==> src/rtl/ip1_test_pkg.sv <==
// Shared types and constants for the ip1 test sequencer and the test state machines.
package ip1_test_pkg;

  typedef enum logic [2:0] {
    ST_IDLE  = 3'd0,
    ST_ARM   = 3'd1,
    ST_START = 3'd2,
    ST_RUN   = 3'd3,
    ST_DONE  = 3'd4,
    ST_ABORT = 3'd5
  } ctrl_state_e;

  // Pin bus field positions, MSB first: {config_clk,reset_not,config_in,config_load,vin_test_trig_out,scan_in,scan_load}
  localparam int unsigned PIN_W             = 7;
  localparam int unsigned PIN_CONFIG_CLK    = 6;
  localparam int unsigned PIN_RESET_NOT     = 5;
  localparam int unsigned PIN_CONFIG_IN     = 4;
  localparam int unsigned PIN_CONFIG_LOAD   = 3;
  localparam int unsigned PIN_VIN_TRIG_OUT  = 2;
  localparam int unsigned PIN_SCAN_IN       = 1;
  localparam int unsigned PIN_SCAN_LOAD     = 0;

  localparam logic [PIN_W-1:0] PIN_RESET_DEFAULT = 7'b0100100;

  localparam int unsigned SHIFT_CNT_W = 13;

  typedef enum logic {
    SHIFT_REG   = 1'b0,
    LOAD_CONFIG = 1'b1
  } shift_mode_e;

endpackage

==> src/rtl/ip1_cfg_clk_gen.sv <==
// Free-running divided config clock: counter wraps at max(period,2)-1, clock high for the first half.
module ip1_cfg_clk_gen #(
  parameter int unsigned W = 7
) (
  input  logic         clk,
  input  logic         reset,
  input  logic [W-1:0] period,
  output logic [W-1:0] counter,
  output logic         cfg_clk
);

  logic [W-1:0] counter_d, counter_q;
  logic [W-1:0] eff_period;
  logic         cfg_clk_d, cfg_clk_q;

  // A period change lands at the next wrap; a counter already past the new end wraps at once.
  always_comb begin
    eff_period = (period < W'(2)) ? W'(2) : period;
    counter_d  = (counter_q >= eff_period - W'(1)) ? '0 : counter_q + W'(1);
    cfg_clk_d  = (counter_d < (eff_period >> 1));
  end

  always_ff @(posedge clk) begin
    if (reset) begin
      counter_q <= '0;
      cfg_clk_q <= 1'b0;
    end else begin
      counter_q <= counter_d;
      cfg_clk_q <= cfg_clk_d;
    end
  end

  assign counter = counter_q;
  assign cfg_clk = cfg_clk_q;

endmodule

==> src/rtl/ip1_test_ctrl.sv <==
// Arbitrates the shared ASIC config pins and shift register between the ip1 test state machines.
module ip1_test_ctrl
  import ip1_test_pkg::*;
#(
  parameter int unsigned N_TESTS = 4,
  parameter int unsigned TMO_W   = 32
) (
  input  logic                   clk,
  input  logic                   reset,
  input  logic                   cfg_start,
  input  logic                   cfg_abort,
  input  logic [3:0]             cfg_test_sel,
  input  logic [6:0]             cfg_fc_period,
  input  logic [26:0]            cfg_sc_period,
  input  logic [TMO_W-1:0]       cfg_timeout,
  output logic [6:0]             clk_counter_fc,
  output logic [26:0]            clk_counter_sc,
  output logic                   fast_config_clk,
  output logic                   slow_config_clk,
  output logic [N_TESTS-1:0]     test_enable,
  output logic [N_TESTS-1:0]     test_start_re,
  input  logic [7*N_TESTS-1:0]   test_pins,
  input  logic [2*N_TESTS-1:0]   test_shift_ctl,
  input  logic [N_TESTS-1:0]     test_done,
  output logic                   shift_reg_load,
  output logic                   shift_reg_shift,
  output logic [12:0]            shift_cnt,
  output logic [6:0]             asic_pins,
  output logic [2:0]             ctrl_state,
  output logic                   status_busy,
  output logic                   status_done,
  output logic                   status_timeout,
  output logic                   status_aborted,
  output logic                   status_sel_err
);

  ip1_cfg_clk_gen #(.W(7)) u_fc_gen (
    .clk(clk), .reset(reset), .period(cfg_fc_period),
    .counter(clk_counter_fc), .cfg_clk(fast_config_clk)
  );

  ip1_cfg_clk_gen #(.W(27)) u_sc_gen (
    .clk(clk), .reset(reset), .period(cfg_sc_period),
    .counter(clk_counter_sc), .cfg_clk(slow_config_clk)
  );

  ctrl_state_e            state_d, state_q;
  logic [3:0]             sel_d, sel_q;
  logic [TMO_W-1:0]       tmo_d, tmo_q;
  logic                   start_prev_d, start_prev_q;
  logic                   abort_prev_d, abort_prev_q;
  logic [N_TESTS-1:0]     done_prev_d, done_prev_q;
  logic                   done_d, done_q, timeout_d, timeout_q;
  logic                   aborted_d, aborted_q, sel_err_d, sel_err_q;
  logic [SHIFT_CNT_W-1:0] shift_cnt_d, shift_cnt_q;
  logic [PIN_W-1:0]       asic_pins_d, asic_pins_q;

  logic                   start_re, abort_re, done_re, sel_valid, active;
  logic [N_TESTS-1:0]     sel_onehot;
  logic [PIN_W-1:0]       pins_sel;
  logic                   load_sel, shift_sel, done_sel, done_prev_sel;

  always_comb begin
    sel_onehot    = '0;
    pins_sel      = '0;
    load_sel      = 1'b0;
    shift_sel     = 1'b0;
    done_sel      = 1'b0;
    done_prev_sel = 1'b0;
    for (int unsigned k = 0; k < N_TESTS; k++) begin
      if (sel_q == 4'(k + 1)) begin
        sel_onehot[k] = 1'b1;
        pins_sel      = test_pins[7*k +: 7];
        load_sel      = test_shift_ctl[2*k+1];
        shift_sel     = test_shift_ctl[2*k];
        done_sel      = test_done[k];
        done_prev_sel = done_prev_q[k];
      end
    end
  end

  assign start_re  = cfg_start & ~start_prev_q;
  assign abort_re  = cfg_abort & ~abort_prev_q;
  assign done_re   = done_sel & ~done_prev_sel;
  assign sel_valid = (cfg_test_sel != 4'd0) && (32'(cfg_test_sel) <= N_TESTS);
  assign active    = (state_q == ST_ARM) || (state_q == ST_START) || (state_q == ST_RUN);

  // Enables and strobes are gated by reset so they drop in the cycle reset is sampled.
  assign test_enable     = (active && !reset) ? sel_onehot : '0;
  assign test_start_re   = ((state_q == ST_START) && !reset) ? sel_onehot : '0;
  assign shift_reg_load  = active & ~reset & load_sel;
  assign shift_reg_shift = active & ~reset & shift_sel;

  always_comb begin
    state_d      = state_q;
    sel_d        = sel_q;
    tmo_d        = tmo_q;
    done_d       = done_q;
    timeout_d    = timeout_q;
    aborted_d    = aborted_q;
    sel_err_d    = sel_err_q;
    start_prev_d = cfg_start;
    abort_prev_d = cfg_abort;
    done_prev_d  = test_done;

    case (state_q)
      ST_IDLE: begin
        if (start_re) begin
          if (sel_valid) begin
            sel_d     = cfg_test_sel;
            done_d    = 1'b0;
            timeout_d = 1'b0;
            aborted_d = 1'b0;
            sel_err_d = 1'b0;
            state_d   = ST_ARM;
          end else begin
            sel_err_d = 1'b1;
          end
        end
      end
      ST_ARM: begin
        tmo_d   = '0;
        state_d = ST_START;
      end
      ST_START: begin
        tmo_d   = tmo_q + TMO_W'(1);
        state_d = ST_RUN;
      end
      ST_RUN: begin
        tmo_d = tmo_q + TMO_W'(1);
        if (!abort_re) begin
          if (done_re) begin
            state_d = ST_DONE;
          end else if ((cfg_timeout != '0) && (tmo_q == cfg_timeout)) begin
            timeout_d = 1'b1;
            state_d   = ST_ABORT;
          end
        end
      end
      ST_DONE: begin
        done_d  = 1'b1;
        state_d = ST_IDLE;
      end
      default: state_d = ST_IDLE;
    endcase

    if (active && abort_re) begin
      aborted_d = 1'b1;
      state_d   = ST_ABORT;
    end
  end

  always_comb begin
    shift_cnt_d = shift_cnt_q;
    if (shift_reg_load) begin
      shift_cnt_d = '0;
    end else if (shift_reg_shift && (shift_cnt_q != '1)) begin
      shift_cnt_d = shift_cnt_q + SHIFT_CNT_W'(1);
    end
    asic_pins_d = active ? pins_sel : PIN_RESET_DEFAULT;
  end

  always_ff @(posedge clk) begin
    if (reset) begin
      state_q      <= ST_IDLE;
      sel_q        <= '0;
      tmo_q        <= '0;
      start_prev_q <= 1'b0;
      abort_prev_q <= 1'b0;
      done_prev_q  <= '0;
      done_q       <= 1'b0;
      timeout_q    <= 1'b0;
      aborted_q    <= 1'b0;
      sel_err_q    <= 1'b0;
      shift_cnt_q  <= '0;
      asic_pins_q  <= PIN_RESET_DEFAULT;
    end else begin
      state_q      <= state_d;
      sel_q        <= sel_d;
      tmo_q        <= tmo_d;
      start_prev_q <= start_prev_d;
      abort_prev_q <= abort_prev_d;
      done_prev_q  <= done_prev_d;
      done_q       <= done_d;
      timeout_q    <= timeout_d;
      aborted_q    <= aborted_d;
      sel_err_q    <= sel_err_d;
      shift_cnt_q  <= shift_cnt_d;
      asic_pins_q  <= asic_pins_d;
    end
  end

  assign shift_cnt      = shift_cnt_q;
  assign asic_pins      = asic_pins_q;
  assign ctrl_state     = state_q;
  assign status_busy    = (state_q != ST_IDLE);
  assign status_done    = done_q;
  assign status_timeout = timeout_q;
  assign status_aborted = aborted_q;
  assign status_sel_err = sel_err_q;

endmodule

==> config.mk <==
export PLATFORM = sky130hd
export DESIGN_NAME = ip1_test_ctrl
export DESIGN_NICKNAME = d
export VERILOG_FILES = /design/src/rtl/ip1_test_pkg.sv /design/src/rtl/ip1_cfg_clk_gen.sv /design/src/rtl/ip1_test_ctrl.sv
export SDC_FILE = /design/constraint.sdc
export NUM_CORES = 1
export LEC_CHECK = 0
export ABC_AREA = 1
export CAP_MARGIN = 20
export CORE_UTILIZATION = 52
export CTS_CLUSTER_DIAMETER = 150
export DETAILED_ROUTE_END_ITERATION = 12
export PLACE_DENSITY = 0.8
export RECOVER_POWER = 50
export SYNTH_ARGS = -nofsm -noshare
export SYNTH_HDL_FRONTEND = slang
export SYNTH_SLANG_ARGS = --single-unit
==> constraint.sdc <==
create_clock -name clk -period 7.85 [get_ports clk]
set_clock_uncertainty 0.2 [all_clocks]
set_input_delay 1.9625 -clock clk [delete_from_list [all_inputs] [get_ports clk]]
set_output_delay 1.9625 -clock clk [all_outputs]
set_load 0.01 [all_outputs]
==> metrics.txt, run 1 <==
status=finished, violations left; violations in the final reports=max-capacitance violations, max-slew violations; worst setup path end=u_sc_gen.cfg_clk; setup repair after global routing missed its margin=no; destination of the worst register-to-register timing path=u_sc_gen.cfg_clk; CP Class=in -> reg; number of antenna violations at the first check in global routing=0; number of distinct library cells after synthesis=48; library cell occupying the most area in the post-synthesis netlist=sky130_fd_sc_hd__dfxtp_1; peak clock frequency supported by timing=0.138 GHz; diode insertion count for antenna repair=0; worst slew pin tran=3630 ps; Total Wirelength=25.6 mm; top-level I/O count=188; Yosys warning count=0; residual overflow from global routing=0; net count reported at finish=1648; Tmin final=7260 ps; largest fanout on the critical path=36; setup TNS after final layout=0 ps; worst hold margin=251 ps; finished layout cell area=10800 um2; worst hold path type=reg -> reg; Post-Syn Nets=1475; endpoint kind of the worst setup timing path=flop; share of post-route cells with drive strength above 1=4.63%; data required time at the worst endpoint=7950 ps; clock insertion delay at the later pin of the skew report=360 ps; combinational family with the most area after synthesis=simple AND/OR/NAND/NOR gates; total area of multi-input combinational cells=5610 um2; endpoints failing hold=0; Num CTS Buffers=9; post-DR vias/cell=5.47; number of global-route vias before repair=8350; total area of sequential cells=2100 um2; fillers=1422; synthesized-area fraction occupied by ao, oa, aoi and oai cells=11.7%; Startpoint Class=input pin; multiplexer area fraction after synthesis=0%; Relative slew margins=-142%; Slowest Stage Delay on Critical Path=460 ps; start point of the critical path=cfg_sc_period[11]; filler-free cell count of the finished design=1685; area share of the leading cell type in the synthesized netlist=24.7%; syn avg cell area=6.59 um2; number of DRC violations after detailed-routing iteration 0=681; Primary FF master, synth=sky130_fd_sc_hd__dfxtp_1; port bufs=187; Initial Utilization=53.4%; simple-gate share of the synthesized area=36.6%; VDD IR-drop max=0.000126 V; sink count of the clock tree=105; number of instances in the synthesized netlist=1291; startpoint of the lowest-slack register-to-register path=u_sc_gen.counter[1]; r2r worst-path depth=20; flops & latches, synth=105; Max-cap violations=1; reg2reg setup slack=4120 ps; cell types occupying the most area after synthesis=sky130_fd_sc_hd__dfxtp_1 (25%), sky130_fd_sc_hd__nand2_1 (12%), sky130_fd_sc_hd__ha_1 (10%); sequential element share of the synthesized area=24.7%; DRC=0; global-route wire length before repair=40.5 mm; total chip power=0.00155 W; Chip Height=130 um; half-perimeter wire length after placement=20.3 mm; Detail Route Antenna Nets=0; full die area=16900 um2; cell with the biggest individual delay on the critical path=sky130_fd_sc_hd__clkdlybuf4s50_1; Final Wtd Congestion=1.04; synthesized area=8510 um2; total number of vias=9225; maximum number of pins on one net before global-route repair=75; hold-fix buffer count after cts=0; number of enable-type register cells in the synthesized netlist=0; detailed-routing iteration count for the pre-antenna-repair pass=7; share of flip-flops with an asynchronous set or reset=0%; Post-CTS Setup Repair Bufs=0; instance area after placement=10600 um2; GR Util All Layers=30.3%; synth-to-layout area growth=27.4%; CTS tree=done; buffer cell driving the clock tree root=sky130_fd_sc_hd__clkbuf_16; number of placed instances, taps included=1669; placeable core region=15900 um2; die width=130 um; cell leakage power=4.65 nW; arithmetic-cell share of the synthesized area counting full adders, half adders and majority gates=10.3%; Slew Viols, Final=75; arrival time at the worst endpoint=7350 ps; part of the cycle the worst path needs=92.4%; xor-xnor portion of the synthesized cell area=7.31%; depth of the CTS H-tree=3; # resized after CTS=0; drt wl/cell=15.2 um; clock slew seen by the registers of the worst setup and hold paths=80 ps; power density normalized to cell area=143 nW/um2; clk buf depth=2; cell occurring most often along the worst timing path=sky130_fd_sc_hd__nor2_1; setup violators final=0; std cell rows=46
## metrics by stage
stage          setup WS [ps]  utilization [%]
6_report                 594             68.0
5_1_grt                  153             68.0
4_1_cts                  662             68.0
3_5_place_dp             279             66.2
3_3_place_gp             435             66.2
2_1_floorplan           1550                -
## worst min-delay path by stage
stage               cells after the start        endpoint           start  slack, ps
floorplan                               2        sel_q[3]        sel_q[3]        230
global placement                        2        sel_q[3]        sel_q[3]        240
detailed placement                      2        sel_q[3]        sel_q[3]        250
CTS                                     2        sel_q[3]        sel_q[3]        260
global route                            2        sel_q[3]        sel_q[3]        270
finish                                  2  status_timeout  status_timeout        250
## cells in the final DEF (no fill, tap or decap), drive strengths merged, types with 3 or more instances in the layout
master         count
a211oi             8
a21o               5
a21oi             79
a221oi             4
a311oi             4
a31oi              4
clkbuf            13
clkdlybuf4s50    149
clkinv             3
dfxtp            105
dlygate4sd3       37
ha                70
inv              174
nand2            277
nand3             76
nand4             31
nor2             179
nor3              66
nor4              33
o211ai             8
o21ai             48
o221a              3
or2                6
xnor2             10
xor2              61
## report_power, final
part | internal, W | total (W) | leakage [nW] | switching, W
clock | 0.000250 | 0.000466 | 0.140 | 0.000216
combinational | 0.000190 | 0.000497 | 3.66 | 0.000307
sequential | 0.000559 | 0.000589 | 0.851 | 0.0000298
total | 0.000999 | 0.00155 | 4.65 | 0.000553
## area by class of cell
type	count	share of cell area (%)
Timing Repair Buffer	190	17.5
Tap cell	216	2.49
Clock buffer	11	2.15
Inverter	174	6.16
Clock inverter	5	0.589
Multi-Input combinational cell	984	51.7
Sequential cell	105	19.4
## flip-flops by register name, summed over array words and instances (netlist names), 3 cells and up
signal / cells
u_fc_gen.counter: 7
sel_q: 4
u_sc_gen.counter: 27
ctrl_state: 3
tmo_q: 32
done_prev_q: 4
asic_pins: 7
shift_cnt: 13
## Yosys cell counts, types with 7 or more instances
library cell,instances
sky130_fd_sc_hd__o21ai_0,45
sky130_fd_sc_hd__ha_1,70
sky130_fd_sc_hd__xnor2_1,10
sky130_fd_sc_hd__nor4_1,29
sky130_fd_sc_hd__nor3_1,60
sky130_fd_sc_hd__a21oi_1,79
sky130_fd_sc_hd__nand4_1,30
sky130_fd_sc_hd__dfxtp_1,105
sky130_fd_sc_hd__o211ai_1,7
sky130_fd_sc_hd__a211oi_1,8
sky130_fd_sc_hd__inv_2,7
sky130_fd_sc_hd__inv_1,164
sky130_fd_sc_hd__nand3_1,72
sky130_fd_sc_hd__xor2_1,61
sky130_fd_sc_hd__clkbuf_1,17
sky130_fd_sc_hd__nand2_1,270
sky130_fd_sc_hd__buf_2,7
sky130_fd_sc_hd__nor2_1,168
## critical path: cells and delay by family
kind	cells	cell delay, ps
and+or+nand+nor	20	3070
xor gates and xnor gates	1	110
buffers and inverters	6	1040
AOI/OAI and AO/OA	3	460
adders and majority gates	3	680
## routing by layer
layer	wire, um	vias to the layer above	GRT usage (%)
met2	11800	363	51.7
met5	0	-	0
met3	2050	51	5.49
met1	11100	4167	38.2
met4	616	0	10.6
li1	-	4644	-
## cells by family after synthesis
| family | Yosys count |
|---|---|
| buf+inv | 202 |
| xor+xnor | 71 |
| simple gates | 672 |
| fa+ha+maj | 70 |
| flops | 105 |
| compound gates | 171 |
No activity file was read; power rests on OpenSTA's default activity.
==> run 2, diff against run 1 <==
--- a/config.mk
+++ b/config.mk
@@ -10,6 +10,8 @@
 export CORE_UTILIZATION = 52
 export CTS_CLUSTER_DIAMETER = 150
 export DETAILED_ROUTE_END_ITERATION = 12
+export GPL_ROUTABILITY_DRIVEN = 1
+export GPL_TIMING_DRIVEN = 0
 export PLACE_DENSITY = 0.8
 export RECOVER_POWER = 50
 export SYNTH_ARGS = -nofsm -noshare
==> run 2 against run 1 <==
Net effect: the flow now finishes without violations; clock-buffer cell count decreased by 1; via count up 2.6%; fmax decreased by 2.5%; clock power increased by 6.2%; critical path depth down 2; wire length grew 3.6%; core utilization up 0.61 points; final area is 0.90% higher; sequential share of layout area is 0.17 points lower.
==> metrics.txt, run 2 (same netlist as run 1, synthesis figures left out) <==
status=completed; number of antenna violations at the first check in global routing=0; Initial Utilization=53.4%; depth of the CTS H-tree=3; Chip Height=130 um; post-DR vias/cell=5.54; Final Wtd Congestion=0.948; top-level I/O count=188; arrival time at the worst endpoint=7530 ps; worst hold margin=262 ps; Slew Viols, Final=0; peak clock frequency supported by timing=0.134 GHz; Total Wirelength=26.5 mm; Relative slew margins=54.0%; Detail Route Antenna Nets=0; fillers=1452; std cell rows=46; worst slew pin tran=690 ps; instance area after placement=10700 um2; residual overflow from global routing=0; die width=130 um; share of post-route cells with drive strength above 1=5.29%; CP Class=in -> reg; cell leakage power=4.79 nW; buffer cell driving the clock tree root=sky130_fd_sc_hd__clkbuf_16; finished layout cell area=10900 um2; Slowest Stage Delay on Critical Path=490 ps; worst hold path type=reg -> reg; CTS tree=done; maximum number of pins on one net before global-route repair=20; Most flops, register=tmo_q; number of DRC violations after detailed-routing iteration 0=751; Tmin final=7440 ps; power density normalized to cell area=145 nW/um2; synth-to-layout area growth=28.6%; hold-fix buffer count after cts=0; clk buf depth=2; detailed-routing iteration count for the pre-antenna-repair pass=5; clock insertion delay at the later pin of the skew report=370 ps; placeable core region=15900 um2; cell occurring most often along the worst timing path=sky130_fd_sc_hd__nand2_1; sink count of the clock tree=105; number of global-route vias before repair=8679; part of the cycle the worst path needs=94.8%; DRC=0; clock slew seen by the registers of the worst setup and hold paths=80 ps; most common cell after layout, fill and taps aside=sky130_fd_sc_hd__nand2_1; Num CTS Buffers=9; diode insertion count for antenna repair=0; setup repair after global routing missed its margin=no; setup TNS after final layout=0 ps; endpoints failing hold=0; Largest register FFs=32; VDD IR-drop max=0.000133 V; drt wl/cell=15.5 um; total chip power=0.00159 W; top library cells by usage in the layout, fill and taps aside=sky130_fd_sc_hd__nand2_1 (272), sky130_fd_sc_hd__inv_1 (166), sky130_fd_sc_hd__nor2_1 (166), sky130_fd_sc_hd__clkdlybuf4s50_1 (124), sky130_fd_sc_hd__dfxtp_1 (105); total number of vias=9465; net count reported at finish=1673; half-perimeter wire length after placement=21.2 mm; data required time at the worst endpoint=7940 ps; largest fanout on the critical path=10; endpoint kind of the worst setup timing path=flop; GR Util All Layers=31.6%; Startpoint Class=input pin; full die area=16900 um2; global-route wire length before repair=41.7 mm; Max-cap violations=0; port bufs=187; setup violators final=0; cell with the biggest individual delay on the critical path=sky130_fd_sc_hd__clkdlybuf4s50_1
==> run 2: changes by cell type in the layout (fill, tap and decap cells not counted), sizes merged <==
cell           previous run  this run
clkdlybuf4s50           149       124
clkbuf                   13        28
clkinvlp                  1         2
clkinv                    3         2
buf                       2        10
dlygate4sd3              37        63
inv                     174       175
==> run 2: worst paths after layout <==
check	from	endpoint	slack, ps	cells past startpoint
hold / removal	status_timeout	status_timeout	260	2
setup / recovery	cfg_sc_period[4]	u_sc_gen.cfg_clk	410	31
setup reg to reg	u_sc_gen.counter[22]	u_sc_gen.cfg_clk	4240	16
hold reg to reg	status_timeout	status_timeout	260	2
==> run 2: repair_timing <==
| action | CTS | global route |
|---|---|---|
| setup buffers | 0 | 1 |
| setup endpoints to repair | 1 | 1 |
| resized for setup | 2 | 13 |
==> run 2: critical path, delay by kind of cell <==
| family | cells | cell delay (ps) |
|---|---|---|
| buffers and inverters | 5 | 1150 |
| AO/OA/AOI/OAI | 5 | 990 |
| XOR/XNOR | 1 | 190 |
| AND/OR/NAND/NOR | 17 | 2440 |
| adder cells (fa/ha/maj) | 3 | 760 |
==> run 2: report_power, final <==
group	switching, W	internal, W
Clock	0.000234	0.000261
Sequential	0.0000284	0.000559
Combinational	0.000310	0.000193
Total	0.000572	0.00101
==> run 2: final cells by class <==
class	count	area, um2	share of cell area, %
Inverter	174	664	6.07
Multi-Input combinational cell	984	5590	51.1
Tap cell	216	270	2.47
Timing Repair Buffer	188	1880	17.2
Clock buffer	10	239	2.18
Sequential cell	105	2100	19.2
Clock inverter	6	71.3	0.652
Buffer	27	128	1.17
==> run 2: through the flow <==
step	setup slack (ps)	utilization [%]	cells
2_1_floorplan	1550	-	1291
3_3_place_gp	-374	66.8	1694
4_1_cts	131	68.7	1709
6_report	408	68.6	1710
5_1_grt	38.2	68.6	1710
3_5_place_dp	-456	66.8	1694
==> run 2: layer usage <==
| metal | wire (um) | GRT usage, % | part of all wire, % |
|---|---|---|---|
| met4 | 731 | 12.7 | 2.8 |
| met1 | 11500 | 39.9 | 43 |
| met3 | 2160 | 4.02 | 8.2 |
| met2 | 12200 | 54.5 | 46 |
| met5 | 0 | 0 | 0 |
==> run 3, diff against run 2 <==
--- a/config.mk
+++ b/config.mk
@@ -7,13 +7,16 @@
 export LEC_CHECK = 0
 export ABC_AREA = 1
 export CAP_MARGIN = 20
-export CORE_UTILIZATION = 52
+export CELL_PAD_IN_SITES_DETAIL_PLACEMENT = 0
+export CELL_PAD_IN_SITES_GLOBAL_PLACEMENT = 2
+export CORE_UTILIZATION = 28
 export CTS_CLUSTER_DIAMETER = 150
 export DETAILED_ROUTE_END_ITERATION = 12
 export GPL_ROUTABILITY_DRIVEN = 1
 export GPL_TIMING_DRIVEN = 0
 export PLACE_DENSITY = 0.8
 export RECOVER_POWER = 50
+export SLEW_MARGIN = 20
 export SYNTH_ARGS = -nofsm -noshare
 export SYNTH_HDL_FRONTEND = slang
 export SYNTH_SLANG_ARGS = --single-unit
==> run 3 against run 2 <==
Net effect: non-clock buffer count grew 1; total power shrank 1.7%; combinational power grew 3%; core utilization shrank 31 points; register-to-register slack gained 40 ps; final area grew 1.8%; critical path depth grew 1; hold slack lost 5.0 ps; critical path type unchanged; largest cell class unchanged.
==> metrics.txt, run 3 (same netlist as run 1, synthesis figures left out) <==
status=completed; Startpoint Class=input pin; combined buffer and inverter count along the critical path=6; port bufs=187; arrival time at the worst endpoint=7350 ps; Slowest Stage Delay on Critical Path=540 ps; Total Wirelength=30.3 mm; peak clock frequency supported by timing=0.137 GHz; setup violators final=0; DRC=0; largest fanout on the critical path=10; destination of the worst register-to-register timing path=u_sc_gen.cfg_clk; setup repair after global routing missed its margin=no; Largest register FFs=32; buffer cell driving the clock tree root=sky130_fd_sc_hd__clkbuf_16; clock slew seen by the registers of the worst setup and hold paths=80 ps; switching power=0.000580 W; part of the power in the clock network=29.0%; maximum number of pins on one net before global-route repair=17; launch point of the worst hold path=sel_q[3]; total chip power=0.00156 W; Relative slew margins=41.9%; depth of the CTS H-tree=3; Final Wtd Congestion=0.844; top cell family by delay on the critical path=simple AND/OR/NAND/NOR gates; r2r worst-path depth=18; half-perimeter wire length after placement=24.7 mm; cell leakage power=4.78 nW; placeable core region=29800 um2; detailed-routing iteration count for the pre-antenna-repair pass=5; net count reported at finish=1674; sequential power share=37.9%; CTS tree=done; synth-to-layout area growth=30.9%; cell with the biggest individual delay on the critical path=sky130_fd_sc_hd__clkdlybuf4s50_1; share of post-route cells with drive strength above 1=5.28%; part of the power in combinational logic=33.1%; reg2reg setup slack=4280 ps; top-level I/O count=188; CP Class=in -> reg; worst hold path depth=2; part of the cycle the worst path needs=92.9%; clk buf depth=2; number of global-route vias before repair=8740; GR Util All Layers=19.5%; total number of vias=9061; Chip Height=176 um; Detail Route Antenna Nets=0; Slew Viols, Final=0; Internal Power=0.000977 W; data required time at the worst endpoint=7900 ps; sink count of the clock tree=105; Max-cap violations=0; std cell rows=63; power density normalized to cell area=140 nW/um2; final setup slack of the worst path=555 ps; worst hold path type=reg -> reg; post-DR vias/cell=4.81; Initial Utilization=28.6%; Most flops, register=tmo_q; residual overflow from global routing=0; cell occurring most often along the worst timing path=sky130_fd_sc_hd__nand2_1; switching share of power=37.3%; number of DRC violations after detailed-routing iteration 0=454; Num CTS Buffers=9; global-route wire length before repair=47.5 mm; most common cell after layout, fill and taps aside=sky130_fd_sc_hd__nand2_1; hold-fix buffer count after cts=0; Tmin final=7290 ps; number of antenna violations at the first check in global routing=0; VDD IR-drop max=0.000105 V; endpoints failing hold=0; die width=176 um; worst slack at placement=-712 ps; worst slew pin tran=872 ps; top library cells by usage in the layout, fill and taps aside=sky130_fd_sc_hd__nand2_1 (270), sky130_fd_sc_hd__inv_1 (165), sky130_fd_sc_hd__nor2_1 (164), sky130_fd_sc_hd__clkdlybuf4s50_1 (123), sky130_fd_sc_hd__dfxtp_1 (105); clock insertion delay at the later pin of the skew report=360 ps; full die area=31100 um2; diode insertion count for antenna repair=0; endpoint kind of the worst setup timing path=flop; drt wl/cell=16.1 um; startpoint of the lowest-slack register-to-register path=u_sc_gen.counter[22]; Hold Crit Endpoint=sel_q[3]
[run 3: cell count changes in the layout (fill, tap and decap cells not counted), moves of 2 or more]
| cell | before | now |
|---|---|---|
| sky130_fd_sc_hd__buf_4 | 1 | 3 |
| sky130_fd_sc_hd__buf_6 | 2 | 0 |
| sky130_fd_sc_hd__clkbuf_1 | 16 | 19 |
| sky130_fd_sc_hd__inv_6 | 3 | 1 |
| sky130_fd_sc_hd__nand2_1 | 272 | 270 |
| sky130_fd_sc_hd__nor2_1 | 166 | 164 |
| sky130_fd_sc_hd__nor2_4 | 3 | 5 |
[run 3: layer usage]
layer	vias to the layer above	track usage (%)	part of all wire, %
met5	-	0	0
met1	4167	26.2	48
met4	0	5.07	1.5
li1	4684	-	-
met2	184	33.2	47
met3	26	1.83	3.6
[run 3: worst reg2reg max path, stage by stage, from the launching register on]
cell and delay, ps:
sky130_fd_sc_hd__dfxtp_1 400, sky130_fd_sc_hd__ha_1 380, sky130_fd_sc_hd__nand2_1 70, sky130_fd_sc_hd__nor2_1 310
sky130_fd_sc_hd__nand4_1 180, sky130_fd_sc_hd__inv_1 100, sky130_fd_sc_hd__nand2_1 70, sky130_fd_sc_hd__nand3_1 170
sky130_fd_sc_hd__buf_4 230, sky130_fd_sc_hd__buf_4 240, sky130_fd_sc_hd__nor2_1 80, sky130_fd_sc_hd__ha_1 300
sky130_fd_sc_hd__nand2_1 80, sky130_fd_sc_hd__nor2_1 160, sky130_fd_sc_hd__nand2_1 80, sky130_fd_sc_hd__o211ai_1 130
sky130_fd_sc_hd__nand4_1 130, sky130_fd_sc_hd__nand2_1 100, sky130_fd_sc_hd__a21oi_1 40
[run 3: power by group through the flow]
stage	registers, W	clock network, W	logic (W)
detailed placement	0.000604	0	0.000535
CTS	0.000591	0.000468	0.000537
global placement	0.000605	0	0.000534
floorplan	0.000604	0	0.000293
finish	0.000590	0.000452	0.000516
global route	0.000595	0.000485	0.000572
[run 3: how the worst max path moves through the flow]
stage / from / endpoint / depth (start not counted)
2_1_floorplan: cfg_sc_period[11] / u_sc_gen.cfg_clk / 30
3_3_place_gp: cfg_sc_period[22] / u_sc_gen.cfg_clk / 30
3_5_place_dp: cfg_sc_period[22] / u_sc_gen.cfg_clk / 30
4_1_cts: cfg_sc_period[22] / u_sc_gen.cfg_clk / 31
5_1_grt: cfg_sc_period[16] / u_sc_gen.cfg_clk / 31
6_report: cfg_sc_period[22] / u_sc_gen.cfg_clk / 32
[run 3: cell type report]
class,instances,area [um2]
fillers,3252,18700
multi-input cells,984,5610
flip-flops and latches,105,2100
repair buffers,188,1880
inverters,174,664
well taps,390,488
clock buffers,12,246
plain buffers,28,124
clock inverters,4,28.8
[run 3: per-stage QoR]
stage	cell area (um2)	hold WS, ps	utilization (%)	cells	setup TNS (ps)
2_1_floorplan	8510	230	-	1291	0
3_3_place_gp	10900	243	36.5	1868	-733
3_5_place_dp	10900	247	36.5	1868	-712
4_1_cts	11200	261	37.4	1884	0
5_1_grt	11100	283	37.4	1885	0
6_report	11100	257	37.4	1885	0
[run 3: what timing repair did]
item / in CTS / in global routing
gates resized for setup: 6 / 10
endpoints found under the setup margin: 1 / 1
setup buffers: 0 / 1
==> variant 1, RTL diff (config.mk and constraints of run 1) <==
The parameter `TMO_W` goes from 32 to 36.
--- a/src/rtl/ip1_test_ctrl.sv
+++ b/src/rtl/ip1_test_ctrl.sv
@@ -5,3 +5,3 @@
   parameter int unsigned N_TESTS = 4,
-  parameter int unsigned TMO_W   = 32
+  parameter int unsigned TMO_W   = 36
 ) (
Interface: changed (resized cfg_timeout); port bits go from 188 to 192. No check against the original RTL was run, so the function may have changed too.
==> variant 1 against run 1 <==
The flow still finishes with violations (max-capacitance violations, max-slew violations); highest routed layer unchanged; area after synthesis up 5.7%; sequential cell count up 4; final cell count grew 5.6%; first-iteration DRC count is 14% higher; sequential power up 3%; wire length increased by 7.7%; setup slack improved by 0.22 ns; combinational power down 4.8%; largest cell class unchanged; power rose by 0.21%; design area increased by 4.8%; critical path type unchanged; critical endpoint unchanged.
==> variant 1: results (changes against run 1) <==
grt_pass1_vias: 8948  # was 8350
synth_common_cells: "313 x nand2_1, 171 x nor2_1, 160 x inv_1"  # was 270 x nand2_1, 168 x nor2_1, 164 x inv_1
post-place-ws_ns: 0.435  # was 0.279 ns
fill_cells: 1541  # was 1422
synth_top_cells_by_area: "dfxtp_1 24%, nand2_1 13%, ha_1 9.7%, nor2_1 7.1%, inv_1 6.7%"  # was dfxtp_1 25%, nand2_1 12%, ha_1 10%, nor2_1 7.4%, inv_1 7.2%
slew_viol_final: 78  # was 75
max_slew_margin: -1.43  # was -1.42
p_switching_mw: 0.565  # was 0.553 mW
gp_congestion: 0.993  # was 1.04
largest_reg_flops: 36  # was 32
critPathMaxFanout: 50  # was 36
final_cells: 1779  # was 1685
synth_fa_ha_area_frac: 0.0973  # was 0.103
antenna_found_initial: 2  # was 0
clockBufferDepth: 2  # unchanged
dpl-instance-area_mm2: 0.0111  # was 0.0106 mm²
violations: "max-capacitance violations, max-slew violations"  # unchanged
dp_hpwl_um: 22300  # was 20300 µm
syn_nets: 1567  # was 1475
yosysUniqueCellTypes: 53  # was 48
wl_um: 27600  # was 25600 µm
drtIter0Drc: 776  # was 681
synth_compound_area_frac: 0.0925  # was 0.117
grt_start_max_net_pins: 78  # was 75
power_leakage_nw: 4.64  # was 4.65 nW
track_usage: 0.313  # was 0.303
yosysSeqAreaShare: 0.243  # was 0.247
synth-main-ff-cell: "dfxtp_1"  # unchanged
maxCapViolCount: 1  # unchanged
cp.arrival_ns: 7.13  # was 7.35 ns
status: "complete, but fails checks"  # unchanged
drt_pass1_iterations: 5  # was 7
synth_xor_area_frac: 0.0827  # was 0.0731
drive_above_1_share: 0.0629  # was 0.0463
grt_pass1_wl_um: 44400  # was 40500 µm
portBuffers: 191  # was 187
irDropWorstVdd_mv: 0.122  # was 0.126 mV
==> variant 1: worst register-to-register path: cells and delay by family (launching register included) <==
kind,cells,cell delay (ns)
adders and majority gates,2,0.60
and+or+nand+nor,11,1.01
buffers and inverters,3,0.38
AOI/OAI and AO/OA,4,0.59
DFF,1,0.48
==> variant 1: kinds of logic after synthesis <==
logic type | after synthesis
flip-flops | 109
AO/OA/AOI/OAI | 150
adder cells (fa/ha/maj) | 70
XOR/XNOR | 85
AND/OR/NAND/NOR | 759
buffers and inverters | 206
==> variant 1: power groups by stage <==
stage / clock network (mW) / logic (mW) / registers, mW
5_1_grt: 0.504 / 0.527 / 0.612
3_3_place_gp: 0 / 0.472 / 0.622
6_report: 0.474 / 0.473 / 0.608
4_1_cts: 0.481 / 0.479 / 0.609
3_5_place_dp: 0 / 0.476 / 0.622
2_1_floorplan: 0 / 0.284 / 0.621
==> variant 1: final cells by class <==
| class | instances | area, µm² | area share |
|---|---|---|---|
| multi-input combinational | 1064 | 6000 | 0.528 |
| sequential | 109 | 2180 | 0.192 |
| timing repair buffer | 194 | 1940 | 0.170 |
| inverter | 174 | 659 | 0.0580 |
| tap | 220 | 275 | 0.0242 |
| clock buffer | 9 | 225 | 0.0198 |
| clock inverter | 7 | 76.3 | 0.00672 |
| antenna | 2 | 5.00 | 0.000440 |
==> variant 1: worst paths after layout <==
path,slack (ns),start,endpoint
worst max-delay path,0.82,cfg_sc_period[8],u_sc_gen.cfg_clk
worst max register to register,4.53,u_sc_gen.counter[0],u_sc_gen.cfg_clk
worst min register to register,0.27,status_aborted,status_aborted
worst min-delay path,0.27,status_aborted,status_aborted
==> variant 1: routing by layer <==
| layer | wire length (µm) | track usage |
|---|---|---|
| met1 | 12200 | 0.416 |
| met5 | 0 | 0 |
| met3 | 2450 | 0.0518 |
| met4 | 608 | 0.112 |
| met2 | 12300 | 0.509 |
==> variant 2, RTL diff (config.mk and constraints of run 1) <==
Without the edit above. The output `asic_pins` loses its register stage (`asic_pins_q` becomes a continuous assignment).
--- a/src/rtl/ip1_test_ctrl.sv
+++ b/src/rtl/ip1_test_ctrl.sv
@@ -175,3 +175,2 @@
       shift_cnt_q  <= '0;
-      asic_pins_q  <= PIN_RESET_DEFAULT;
     end else begin
@@ -188,5 +187,6 @@
       shift_cnt_q  <= shift_cnt_d;
-      asic_pins_q  <= asic_pins_d;
-    end
-  end
+    end
+  end
+
+  assign asic_pins_q = asic_pins_d;
 
Behaviour: not the same (a bounded check fails within 4 cycles, from zero or initial values and one cycle with reset high).
==> variant 2 against run 1 <==
The flow still finishes with violations (max-capacitance violations, max-slew violations); power is 5.5% lower; sequential cell count is 7 lower; design area fell by 1.5%; combinational power rose by 2%; area after synthesis is 1.3% lower; setup slack better by 0.11 ns; largest power group unchanged; wire length fell by 4.1%.
==> variant 2: results (changes against run 1) <==
htree_levels: 3  # unchanged
synth_compound_area_frac: 0.104  # was 0.117
startpoint: "cfg_sc_period[12]"  # was cfg_sc_period[11]
slew_viol_final: 76  # was 75
grt_pass1_wl_um: 38800  # was 40500 µm
synth_warnings: 0  # unchanged
vias: 9133  # was 9225
regMostFlops: "tmo_q"  # unchanged
irDropWorstVdd_mv: 0.142  # was 0.126 mV
postCtsResizedCells: 0  # unchanged
fill_cells: 1461  # was 1422
slowest_stage: "clkdlybuf4s50_1"  # unchanged
grt_pass1_vias: 8338  # was 8350
violations: "max-capacitance violations, max-slew violations"  # unchanged
fin_nets: 1666  # was 1648
clkTransAtPathRegs_ns: 0.08  # about the same
power_leakage_nw: 4.60  # was 4.65 nW
clockBufferDepth: 2  # unchanged
cts_buffers: 9  # unchanged
max_slew_margin: -1.38  # was -1.42
pg_comb_mw: 0.507  # was 0.497 mW
hold_start: "status_aborted"  # was status_timeout
drive_above_1_share: 0.0457  # was 0.0463
maxCapViolCount: 1  # unchanged
portBuffers: 187  # unchanged
reg2reg_from: "ctrl_state[1]"  # was u_sc_gen.counter[1]
yosysSeqAreaShare: 0.234  # was 0.247
insertion_delay_ns: 0.36  # about the same
synth_common_cells: "275 x nand2_1, 188 x nor2_1, 176 x inv_1"  # was 270 x nand2_1, 168 x nor2_1, 164 x inv_1
track_usage: 0.292  # was 0.303
synth_fa_ha_area_frac: 0.104  # was 0.103
largest_reg_flops: 32  # unchanged
hp-class: "flip-flop to flip-flop"  # unchanged
p_clk_frac: 0.281  # was 0.300
wl_per_cell_um: 14.4  # was 15.2 µm
cts-root-buf: "clkbuf_16"  # unchanged
swShare: 0.364  # was 0.356
yosysUniqueCellTypes: 51  # was 48
antenna_found_initial: 0  # unchanged
synth_xor_area_frac: 0.0699  # was 0.0731
muxShareOfSynthArea: 0  # unchanged
synth_top_cells_by_area: "dfxtp_1 23%, nand2_1 12%, ha_1 10%, nor2_1 8.4%, inv_1 7.9%"  # was dfxtp_1 25%, nand2_1 12%, ha_1 10%, nor2_1 7.4%, inv_1 7.2%
cp_slowest_stage_delay_ns: 0.49  # was 0.46 ns
syn_nets: 1497  # was 1475
critPathMaxFanout: 45  # was 36
cp.arrival_ns: 7.25  # was 7.35 ns
post-cts-setup-buffers: 0  # unchanged
grt_start_max_net_pins: 76  # was 75
dp_hpwl_um: 19200  # was 20300 µm
drt_pass1_iterations: 6  # was 7
antenna_cells: 0  # unchanged
gp_congestion: 0.960  # was 1.04
status: "complete, but fails checks"  # unchanged
drtIter0Drc: 655  # was 681
async_flop_share: 0  # unchanged
[variant 2: cells by family (layout without fill, tap and decap cells)]
group / after synthesis / count (layout)
and+or+nand+nor: 715 / 715
buffers and inverters: 213 / 387
AOI/OAI and AO/OA: 150 / 150
DFF: 98 / 98
adders and majority gates: 70 / 70
xor gates and xnor gates: 67 / 67
[variant 2: cell type report]
type	instances	area, µm²	share of cell area
clock buffer	11	233	0.0218
timing repair buffer	189	1890	0.177
clock inverter	5	31.3	0.00293
tap	216	270	0.0253
inverter	182	683	0.0639
multi-input combinational	1002	5620	0.526
sequential	98	1960	0.184
[variant 2: final timing paths]
path                                         end  slack [ns]  depth (start not counted)
worst max register to register         tmo_q[11]        4.33                          5
worst min register to register    status_aborted        0.28                          2
worst min-delay path              status_aborted        0.28                          2
worst max-delay path            u_sc_gen.cfg_clk        0.70                         34
[variant 2: per-stage QoR]
step	cells	instance area, µm²	power (mW)	hold slack, ns	setup slack [ns]
6_report	1703	10700	1.47	0.277	0.701
5_1_grt	1703	10700	1.55	0.290	0.119
4_1_cts	1703	10700	1.48	0.278	0.735
3_5_place_dp	1687	10400	1.07	0.267	0.360
3_3_place_gp	1687	10400	1.06	0.249	0.630
2_1_floorplan	1313	8390	0.854	0.252	1.40
[variant 2: layer usage]
| layer | part of all wire | global-route usage | vias up |
|---|---|---|---|
| met3 | 0.059 | 0.0339 | 53 |
| met5 | 0 | 0 | - |
| met4 | 0.032 | 0.127 | 0 |
| li1 | - | - | 4650 |
| met2 | 0.47 | 0.509 | 336 |
| met1 | 0.44 | 0.363 | 4094 |
[variant 2: critical path: cells and delay by family]
family / cells / cell delay [ns]
compound gates: 4 / 0.64
simple gates: 23 / 2.87
fa+ha+maj: 3 / 0.83
xor+xnor: 1 / 0.08
buf+inv: 3 / 0.83
